**src/rtl/mmu_pkg.sv**
```systemverilog
// rtl/mmu_pkg.sv - shared opcodes, MMU latency and sequencer state encoding
package mmu_pkg;

    localparam logic [7:0] OP_NOP      = 8'h00;
    localparam logic [7:0] OP_FP16_MAC = 8'h03;
    localparam logic [7:0] OP_INT8_DP  = 8'h04;

    // Cycles from launching operands to the MMU until its result is consumed
    localparam int MMU_LAT = 2;

    typedef enum logic [1:0] {
        ST_IDLE   = 2'd0,
        ST_STREAM = 2'd1,
        ST_DRAIN  = 2'd2,
        ST_DONE   = 2'd3
    } seq_state_t;

    function automatic logic is_legal_op(input logic [7:0] op);
        return (op == OP_FP16_MAC) || (op == OP_INT8_DP);
    endfunction

endpackage

```
**src/rtl/mmu_dot_sequencer.sv**
```systemverilog
// rtl/mmu_dot_sequencer.sv - streams operand pairs into the MMU and accumulates its results
module mmu_dot_sequencer
    import mmu_pkg::*;
#(
    parameter int LEN_W = 8,
    parameter int ACC_W = 32
) (
    input  logic             clk,
    input  logic             rst_n,
    input  logic             cmd_valid,
    output logic             cmd_ready,
    input  logic [7:0]       cmd_opcode,
    input  logic [LEN_W-1:0] cmd_len,
    input  logic             op_valid,
    output logic             op_ready,
    input  logic [31:0]      op_a,
    input  logic [31:0]      op_b,
    output logic [7:0]       mmu_opcode,
    output logic [31:0]      mmu_a,
    output logic [31:0]      mmu_b,
    input  logic [31:0]      mmu_result,
    output logic             res_valid,
    input  logic             res_ready,
    output logic [ACC_W-1:0] res_data,
    output logic             res_ovf,
    output logic             res_err
);

    seq_state_t          r_state;
    seq_state_t          w_next;
    logic                r_rst_done;
    logic [7:0]          r_opcode;
    logic [LEN_W-1:0]    r_rem;
    logic [MMU_LAT-1:0]  r_tag;
    logic [ACC_W-1:0]    r_acc;
    logic                r_ovf;
    logic                r_err;

    logic                w_cmd_fire;
    logic                w_issue;
    logic                w_last_issue;
    logic signed [ACC_W-1:0] w_ext;
    logic [ACC_W-1:0]    w_sum;
    logic                w_add_ovf;

    assign cmd_ready    = (r_state == ST_IDLE) && r_rst_done;
    assign op_ready     = (r_state == ST_STREAM) && (r_rem != '0);
    assign w_cmd_fire   = cmd_valid && cmd_ready;
    assign w_issue      = op_valid && op_ready;
    assign w_last_issue = w_issue && (r_rem == LEN_W'(1));

    assign res_valid = (r_state == ST_DONE);
    assign res_data  = r_acc;
    assign res_ovf   = r_ovf;
    assign res_err   = r_err;

    // The MMU result is a signed 32-bit partial sum; widen before adding
    assign w_ext     = ACC_W'($signed(mmu_result));
    assign w_sum     = r_acc + w_ext;
    assign w_add_ovf = (r_acc[ACC_W-1] == w_ext[ACC_W-1]) && (w_sum[ACC_W-1] != r_acc[ACC_W-1]);

    // State register; cmd_ready is held off until the first edge after reset
    always_ff @(posedge clk or negedge rst_n) begin
        if (!rst_n) begin
            r_state    <= ST_IDLE;
            r_rst_done <= 1'b0;
        end else begin
            r_state    <= w_next;
            r_rst_done <= 1'b1;
        end
    end

    // Next-state decode: empty or illegal jobs skip straight to DONE
    always_comb begin
        w_next = r_state;
        case (r_state)
            ST_IDLE: begin
                if (w_cmd_fire) begin
                    if ((cmd_len == '0) || !is_legal_op(cmd_opcode)) w_next = ST_DONE;
                    else                                             w_next = ST_STREAM;
                end
            end
            ST_STREAM: if (w_last_issue)     w_next = ST_DRAIN;
            ST_DRAIN:  if (r_tag == '0)      w_next = ST_DONE;
            ST_DONE:   if (res_ready)        w_next = ST_IDLE;
            default:                         w_next = ST_IDLE;
        endcase
    end

    // Job bookkeeping: latched opcode and words still to issue
    always_ff @(posedge clk or negedge rst_n) begin
        if (!rst_n) begin
            r_opcode <= OP_NOP;
            r_rem    <= '0;
        end else if (w_cmd_fire) begin
            r_opcode <= cmd_opcode;
            r_rem    <= cmd_len;
        end else if (w_issue) begin
            r_rem    <= r_rem - LEN_W'(1);
        end
    end

    // MMU launch registers; any cycle without an issue drives a NOP
    always_ff @(posedge clk or negedge rst_n) begin
        if (!rst_n) begin
            mmu_opcode <= OP_NOP;
            mmu_a      <= '0;
            mmu_b      <= '0;
        end else if (w_issue) begin
            mmu_opcode <= r_opcode;
            mmu_a      <= op_a;
            mmu_b      <= op_b;
        end else begin
            mmu_opcode <= OP_NOP;
        end
    end

    // Tag pipeline tracks which cycles carry a real MMU result
    always_ff @(posedge clk or negedge rst_n) begin
        if (!rst_n) r_tag <= '0;
        else        r_tag <= {r_tag[MMU_LAT-2:0], w_issue};
    end

    // Accumulator with sticky signed overflow, cleared at job start
    always_ff @(posedge clk or negedge rst_n) begin
        if (!rst_n) begin
            r_acc <= '0;
            r_ovf <= 1'b0;
            r_err <= 1'b0;
        end else if (w_cmd_fire) begin
            r_acc <= '0;
            r_ovf <= 1'b0;
            r_err <= !is_legal_op(cmd_opcode);
        end else if (r_tag[MMU_LAT-1]) begin
            r_acc <= w_sum;
            if (w_add_ovf) r_ovf <= 1'b1;
        end
    end

endmodule

```
**config.mk**
```make
export PLATFORM = sky130hd
export DESIGN_NAME = mmu_dot_sequencer
export DESIGN_NICKNAME = d
export VERILOG_FILES = /design/src/rtl/mmu_pkg.sv /design/src/rtl/mmu_dot_sequencer.sv
export SDC_FILE = /design/constraint.sdc
export NUM_CORES = 1
export LEC_CHECK = 0
export CORE_MARGIN = 3
export CORE_UTILIZATION = 46
export CTS_CLUSTER_DIAMETER = 200
export CTS_CLUSTER_SIZE = 20
export DETAILED_ROUTE_END_ITERATION = 8
export PLACE_DENSITY = 0.81
export SLEW_MARGIN = 40
export SYNTH_ARGS = -nofsm -noshare
export SYNTH_HDL_FRONTEND = slang
export SYNTH_SLANG_ARGS = --single-unit
```
**constraint.sdc**
```tcl
create_clock -name clk -period 2.5 [get_ports clk]
set_input_delay 0.5 -clock clk [delete_from_list [all_inputs] [get_ports clk]]
set_output_delay 0.5 -clock clk [all_outputs]
set_load 0.05 [all_outputs]
```
==> reports/metrics.yaml, run 1 <==
run_status: "completed"
design_area_sq_um: 10600
final_cells: 1250
cp.required_ns: 2.84
track_usage: 0.245
port_buffers: 225
dp_cells: 1209
crit_type: "input pin to register"
placeableCoreArea_sq_um: 14100
yosysWarningCount: 0
critical-path-top-cell-by-count: "o21ai_1"
dp_hpwl_um: 14400
hold_violations: 0
crit_path_start_kind: "input pin"
grt_pass1_vias: 6441
netlist_area_sq_um: 6710
power_density_nw_per_um2: 1460
post-route-period-util: 0.990
clk_pin_slew_ns: 0.06
critPathTopFamily: "compound AO/OA/AOI/OAI gates"
tightest_slew_ns: 0.578
avgRoutedWirePerCell_um: 16.2
worstPathMaxFanout: 4
power.static_leakage_nw: 4.99
grt_pass1_wl_um: 31500
hold_path_class: "input pin to asynchronous set/reset pin"
die_w_um: 127
vias_per_cell: 5.18
clock_skew_ns: 0.0111
ys_ff_latch: 127
clock_sinks: 127
grt_overflow_total: 0
ys.flop_type: "dfrtp_1"
std_cell_rows: 43
clkLatencyLatePin_ns: 0.42
synth_edf_count: 0
slew_headroom: 0.614
synthArstFlopShare: 1.00
cts-root-buf: "clkbuf_16"
maxCapViolCount: 0
cp.arrival_ns: 2.81
drtIter0Drc: 396
synthDistinctLibCells: 66
cts_htree_levels: 4
place_area_sq_um: 9760
crit_chain: "clkdlybuf4s50_1 > ha_1 > a21oi_2 > o21ai_1 > a21o_1 > a221o_1 > o21ba_4 > o21ai_1 > and3b_1 > mux2i_1"
post-route-min-period_ns: 2.48
numCtsBuffers: 17
clockBufferDepth: 2
antenna_cells: 0
cp_slowest_cell: "clkdlybuf4s50_1"
setup_viol: 0
nNetsFinal: 1214
end_kind: "register"
fmax_mhz: 404
antenna_found_initial: 0
ir_drop_uv: 930
syn2layout_area_growth_pct: 58.5
die-area_sq_um: 16100
postSynthCellCount: 751
rsz0062_at_grt: "true"
first_pass_iters: 5
synth_seq_area_share: 0.473
drc_errors: 0
cts_tree: "yes"
initial_core_util: 0.476
gp_congestion: 0.911
hold_ws_ns: 0.0277
ios: 226
critical_path_buf_inv_count: 1
synth_nets: 908
vias: 6479
grt_start_max_net_pins: 67
totalWireLength_um: 20300
antenna_left: 0
final_core_utilization: 0.755
die_y_um: 127
drive_gt1_frac: 0.183
syn_area_per_cell_sq_um: 8.94
slew_violations: 0
max_stage_delay_ns: 0.40
==> cell families after synthesis <==
family                     after synthesis  share of synthesized area
buffers and inverters                   49                     0.0302
xor gates and xnor gates                29                     0.0378
and+or+nand+nor                        359                      0.227
DFF                                    127                      0.473
adders and majority gates               40                     0.0757
AOI/OAI and AO/OA                      128                      0.129
muxes                                   18                     0.0270
other                                    1                   0.000559
==> path summary, 6_finish.rpt <==
kind | start | endpoint | slack, ns | cells after the start
worst min register to register | r_tag[0] | r_tag[1] | 0.38 | 0
worst min-delay path | rst_n | res_data[7] | 0.03 | 1
worst max-delay path | mmu_result[14] | res_data[31] | 0.02 | 10
min in group clk | r_tag[0] | r_tag[1] | 0.38 | 0
worst max register to register | res_data[0] | res_data[16] | 0.03 | 11
max in group asynchronous | rst_n | r_tag[1] | 1.84 | 2
==> cell usage in the layout, fill, tap and decap left out, types with 6 or more instances in the layout <==
| master | instances |
|---|---|
| ha_1 | 30 |
| a21o_1 | 12 |
| buf_4 | 94 |
| and3_1 | 13 |
| o21ai_0 | 23 |
| dfrtp_1 | 112 |
| mux2i_1 | 17 |
| a21oi_2 | 7 |
| nor3_1 | 7 |
| clkdlybuf4s50_1 | 216 |
| inv_1 | 14 |
| nor2_1 | 36 |
| nand3b_1 | 6 |
| nand3_1 | 8 |
| dfrtp_2 | 15 |
| nand2_1 | 253 |
| clkbuf_16 | 17 |
| ha_4 | 9 |
| xnor2_1 | 20 |
| xor2_1 | 9 |
| a21oi_1 | 33 |
| o21ai_1 | 11 |
==> per-stage QoR <==
stage               power [W]  setup TNS [ns]  setup WS [ns]
CTS                    0.0152         -0.0795        -0.0795
global route           0.0165          -0.176        -0.0518
floorplan             0.00939         -0.0185        -0.0185
finish                 0.0155               0         0.0245
detailed placement     0.0128           -8.96         -0.556
global placement       0.0126           -8.01         -0.475
==> area by class of cell <==
class	instances	area, sq um
Fill cell	961	3460
Tap cell	180	225
Timing Repair Buffer	320	3020
Clock inverter	14	111
Multi-Input combinational cell	575	3600
Sequential cell	127	3200
Inverter	16	60.1
Clock buffer	18	429
==> registers in the layout (all words and copies together) (netlist names) <==
name and flops:
mmu_a 32, mmu_b 32, res_data 32, mmu_opcode 8, r_opcode 8, r_rem 8, r_state 2, r_tag 2
r_rst_done 1, res_err 1, res_ovf 1
==> layer usage <==
layer,GRT usage,part of all wire
met1,0.290,0.40
met2,0.414,0.49
met3,0.101,0.090
met4,0.0625,0.018
met5,0,0
==> synth_stat cells (12+ instances only) <==
cell      number  area [sq um]
a21oi_1       38           190
a21o_1        12          90.1
and3_1        13          81.3
nand2_1      256           961
xnor2_1       20           175
nor2_1        36           135
mux2i_1       17           170
inv_1         15          56.3
clkbuf_1      18          67.6
dfrtp_1      127          3180
ha_1          39           488
o21ai_0       27           135
==> power breakdown <==
| group | total (W) | switching (W) | internal (W) |
|---|---|---|---|
| Sequential | 0.00368 | 0.000683 | 0.00300 |
| Clock | 0.00225 | 0.000970 | 0.00128 |
| Combinational | 0.00962 | 0.00581 | 0.00381 |
| Total | 0.0155 | 0.00746 | 0.00809 |
==> repair_timing <==
item | 4_1_cts | 5_1_grt
cloned | 0 | 0
pin swaps | 12 | 16
buffers inserted | 6 | 3
setup endpoints to repair | 5 | 20
hold buffers | 0 | 0
endpoints found under the hold margin | 0 | 0
gates resized for setup | 10 | 40
(Power assumes the default switching activity.)
==> run 2: changes to the inputs <==
==> constraint.sdc (replaced) <==
create_clock -name clk -period 2.5 [get_ports clk]
set_input_delay 0.5 -clock clk [delete_from_list [all_inputs] [get_ports clk]]
set_output_delay 0.5 -clock clk [all_outputs]
set_load 0.02 [all_outputs]
==> reports/metrics.yaml, run 2 (same netlist as run 1, synthesis figures left out) <==
hold_buffers: 0
numCtsBuffers: 17
r2r_end: "res_data[31]"
cp.arrival_ns: 2.79
clock_skew_ns: 0.00763
maxUsedRoutingLayer: "met4"
cp.required_ns: 2.78
fmax_mhz: 399
cts_tree: "yes"
hold_violations: 0
port_buffers: 225
slew_headroom: 0.579
drtIter0Drc: 430
grt_pass1_wl_um: 31900
nNetsFinal: 1214
avgRoutedWirePerCell_um: 16.4
crit_chain: "clkdlybuf4s50_1 > ha_4 > buf_4 > a21oi_1 > o211ai_1 > a21oi_1 > buf_4 > a21oi_2 > a21oi_2 > xor2_1 > o21ai_0"
end_kind: "register"
crit_path_start_kind: "input pin"
grt_overflow_total: 0
wl_met1_um: 8480
cp_slowest_cell: "clkdlybuf4s50_1"
vias_per_cell: 5.21
dp_cells: 1212
reg2reg_depth: 9
die_w_um: 127
clkLatencyLatePin_ns: 0.41
seqCellArea_sq_um: 3180
wl_met3_um: 1850
post-route-min-period_ns: 2.51
rsz0062_at_grt: "true"
clockBufferDepth: 2
ios: 226
max_stage_delay_ns: 0.51
final_cells: 1250
clk_pin_slew_ns: 0.06
antenna_cells: 0
violations: "negative setup slack"
drive_gt1_frac: 0.177
crit_start: "mmu_result[11]"
run_status: "complete, but fails checks"
clock_sinks: 127
worstPathMaxFanout: 4
drc_errors: 0
totalWireLength_um: 20500
track_usage: 0.247
antenna_found_initial: 0
grt_start_max_net_pins: 73
setup_ws_ns: -0.00611
endpoint: "res_data[21]"
slew_violations: 0
ir_drop_uv: 892
die_y_um: 127
placeableCoreArea_sq_um: 14100
post-route-period-util: 1.00
hold_path_class: "input pin to asynchronous set/reset pin"
mostFrequentLayoutCell: "nand2_1"
reg2reg_slack_ns: 0.05
met2_wirelength_um: 10000
power.static_leakage_nw: 5.07
cts-root-buf: "clkbuf_16"
worstReg2RegStart: "res_data[3]"
dp_hpwl_um: 14400
std_cell_rows: 43
tightest_slew_ns: 0.631
vias: 6515
final_core_utilization: 0.766
die-area_sq_um: 16100
antenna_left: 0
setup_viol: 1
initial_core_util: 0.476
cts_htree_levels: 4
final_cell_mix: "nand2_1 (255), clkdlybuf4s50_1 (217), dfrtp_1 (125)"
syn2layout_area_growth_pct: 60.9
multiInputGateArea_sq_um: 3650
gp_congestion: 0.892
maxCapViolCount: 0
crit_type: "input pin to register"
first_pass_iters: 5
power_density_nw_per_um2: 1330
grt_pass1_vias: 6517
nFillCells: 934
[run 2: cell types whose count changed in the layout (fill, tap and decap cells not counted), moves of 3 or more]
| cell | change |
|---|---|
| dfrtp_1 | +13 |
| a21oi_2 | +4 |
| ha_1 | -3 |
| bufinv_16 | +6 |
| a21oi_1 | -5 |
| dfrtp_2 | -13 |
[run 2: what timing repair did]
item / CTS / global route
resized for setup: 14 / 48
pin swaps: 13 / 23
setup endpoints to repair: 12 / 21
setup buffers: 2 / 5
[run 2: final cells by class]
class	count	share of cell area
Multi-Input combinational cell	575	0.338
Timing Repair Buffer	320	0.278
Clock inverter	13	0.0217
Inverter	16	0.00556
Clock buffer	19	0.0410
Tap cell	180	0.0209
Sequential cell	127	0.294
[run 2: power by group]
part	switching (W)	internal, W	total [W]
Clock	0.000933	0.00190	0.00283
Sequential	0.000720	0.00298	0.00370
Combinational	0.00402	0.00383	0.00785
[run 2: through the flow]
step / instance area, sq um / hold slack, ns / setup slack (ns) / setup TNS (ns) / total power [W]
2_1_floorplan: 6710 / 0.204 / 0.00417 / 0 / 0.00760
3_3_place_gp: 9750 / 0.359 / -0.492 / -8.35 / 0.0108
3_5_place_dp: 9750 / 0.362 / -0.537 / -9.06 / 0.0110
4_1_cts: 10500 / 0.0812 / -0.0661 / -0.0766 / 0.0140
5_1_grt: 10800 / 0.0983 / -0.0885 / -0.259 / 0.0153
6_report: 10800 / 0.0782 / -0.00611 / -0.00611 / 0.0144
[run 2: critical path: cells and delay by family]
family / cells / cell delay, ns
buffers and inverters: 3 / 0.82
adder cells (fa/ha/maj): 1 / 0.23
AO/OA/AOI/OAI: 6 / 0.97
XOR/XNOR: 1 / 0.26
[run 2: layer usage]
metal	track usage	up-vias
li1	-	3126
met1	0.309	3102
met2	0.404	264
met3	0.0880	23
met4	0.0732	0
met5	0	-
[run 2: how the worst min path moves through the flow]
stage	startpoint	endpoint	depth (start not counted)
after floorplan	rst_n	mmu_a[0]	0
after global placement	r_tag[0]	r_tag[1]	0
after detailed placement	r_tag[0]	r_tag[1]	0
after CTS	rst_n	res_data[11]	2
after global routing	rst_n	res_data[11]	2
final	rst_n	res_data[11]	2
==> run 3: changes to the inputs <==
--- a/config.mk
+++ b/config.mk
@@ -6,10 +6,12 @@
 export NUM_CORES = 1
 export LEC_CHECK = 0
+export CELL_PAD_IN_SITES_DETAIL_PLACEMENT = 2
+export CELL_PAD_IN_SITES_GLOBAL_PLACEMENT = 2
 export CORE_MARGIN = 3
-export CORE_UTILIZATION = 46
+export CORE_UTILIZATION = 27
 export CTS_CLUSTER_DIAMETER = 200
 export CTS_CLUSTER_SIZE = 20
 export DETAILED_ROUTE_END_ITERATION = 8
-export PLACE_DENSITY = 0.81
+export PLACE_DENSITY_LB_ADDON = 0.1
 export SLEW_MARGIN = 40
 export SYNTH_ARGS = -nofsm -noshare
==> constraint.sdc (replaced) <==
create_clock -name clk -period 2.5 [get_ports clk]
set_input_delay 0.75 -clock clk [delete_from_list [all_inputs] [get_ports clk]]
set_output_delay 0.75 -clock clk [all_outputs]
set_load 0.02 [all_outputs]
==> reports/metrics.yaml, run 3 (same netlist as run 1, synthesis figures left out) <==
initial_core_util: 0.275
std_cell_rows: 57
fmax_mhz: 386
clock_skew_ns: 0.0136
gp_congestion: 0.797
ir_drop_uv: 425
ios: 226
antenna_left: 0
hold_violations: 0
clock_sinks: 127
cts_htree_levels: 4
worstPathMaxFanout: 3
power.static_leakage_nw: 5.26
antenna_found_initial: 1
cts-root-buf: "clkbuf_16"
cp_slowest_cell: "a2111o_1"
grt_pass1_wl_um: 42500
rsz0062_at_grt: "true"
violations: "negative setup slack"
drtIter0Drc: 223
slew_headroom: 0.650
crit_chain: "ha_4 > o211ai_1 > o21a_1 > a2111o_1 > buf_4 > a21oi_4 > nor2b_2 > o221ai_2 > xnor2_1 > a21oi_1"
post-route-min-period_ns: 2.59
totalWireLength_um: 27400
hold_path_class: "input pin to asynchronous set/reset pin"
max_stage_delay_ns: 0.45
critPathTopFamily: "compound AO/OA/AOI/OAI gates"
mostFrequentLayoutCell: "nand2_1"
dp_cells: 1376
tightest_slew_ns: 0.525
track_usage: 0.202
dp_hpwl_um: 18600
clk_pin_slew_ns: 0.06
cts_tree: "yes"
maxCapViolCount: 0
drc_errors: 0
drive_gt1_frac: 0.244
die-area_sq_um: 26800
power_density_nw_per_um2: 1330
slew_violations: 0
final_cell_mix: "nand2_1 (254), clkdlybuf4s50_1 (196), buf_4 (135)"
run_status: "complete, but fails checks"
syn2layout_area_growth_pct: 71.1
clockBufferDepth: 2
grt_overflow_total: 0
die_y_um: 164
final_core_utilization: 0.471
final_cells: 1442
first_pass_iters: 4
post-route-period-util: 1.04
cp.required_ns: 2.79
avgRoutedWirePerCell_um: 19.0
numCtsBuffers: 17
setup_ws_ns: -0.0925
dpl_worst_slack_ns: -0.855
grt_pass1_vias: 7766
setup_viol: 9
port_buffers: 225
nNetsFinal: 1261
crit_type: "register to register"
clkLatencyLatePin_ns: 0.42
critical_path_buf_inv_count: 1
vias_per_cell: 4.72
grt_start_max_net_pins: 67
cp.arrival_ns: 2.88
crit_path_start_kind: "register"
vias: 6800
die_w_um: 164
end_kind: "register"
placeableCoreArea_sq_um: 24400
nFillCells: 2644
==> run 3: final timing paths <==
kind / from / end / slack [ns] / depth (start not counted)
worst max-delay path: res_data[4] / res_data[19] / -0.09 / 10
worst min-delay path: rst_n / res_data[11] / 0.22 / 1
worst max register to register: res_data[4] / res_data[19] / -0.09 / 10
worst min register to register: r_tag[0] / r_tag[1] / 0.40 / 0
max in group asynchronous: rst_n / mmu_b[22] / 1.60 / 2
min in group clk: r_tag[0] / r_tag[1] / 0.40 / 0
==> run 3: worst register-to-register path, cell delays in order, from the launching register on <==
cell and delay [ns]:
dfrtp_1 0.43, ha_4 0.30, o211ai_1 0.13, o21a_1 0.25, a2111o_1 0.45, buf_4 0.18, a21oi_4 0.23, nor2b_2 0.10
o221ai_2 0.15, xnor2_1 0.14, a21oi_1 0.09
==> run 3: metal layers <==
| metal | routed length (um) | track usage | share of wire |
|---|---|---|---|
| met5 | 0 | 0 | 0 |
| met2 | 14000 | 0.356 | 0.51 |
| met1 | 10900 | 0.232 | 0.40 |
| met3 | 2060 | 0.0725 | 0.075 |
| met4 | 482 | 0.0561 | 0.018 |
==> run 3: what timing repair did <==
action                     in CTS  in global routing
setup buffers                  25                 10
setup endpoints to repair      27                 23
hold buffers                    0                  0
pin swaps                      41                 47
gates resized for setup        99                 32
==> run 3: metrics by stage <==
stage | setup TNS [ns] | cell area, sq um | hold slack, ns | total power, W
floorplan | -0.447 | 6900 | 0.355 | 0.00781
global placement | -15.55 | 10300 | 0.361 | 0.0115
detailed placement | -17.08 | 10300 | 0.368 | 0.0117
CTS | -0.111 | 11300 | 0.235 | 0.0150
global route | -1.33 | 11500 | 0.245 | 0.0164
finish | -0.332 | 11500 | 0.220 | 0.0152
==> run 3: report_power, final <==
group	internal, W	leakage [nW]	switching [W]
Sequential	0.00298	1.59	0.000715
Clock	0.00150	0.275	0.00107
Combinational	0.00439	3.40	0.00458
Total	0.00886	5.26	0.00636
==> run 3: final cells by class <==
type	count	area, sq um	share of cell area
inverter	16	60.1	0.00523
clock buffer	19	433	0.0377
sequential	127	3180	0.277
antenna	1	2.50	0.000218
clock inverter	13	156	0.0136
tap	324	405	0.0353
timing repair buffer	367	3340	0.291
multi-input combinational	575	3900	0.340
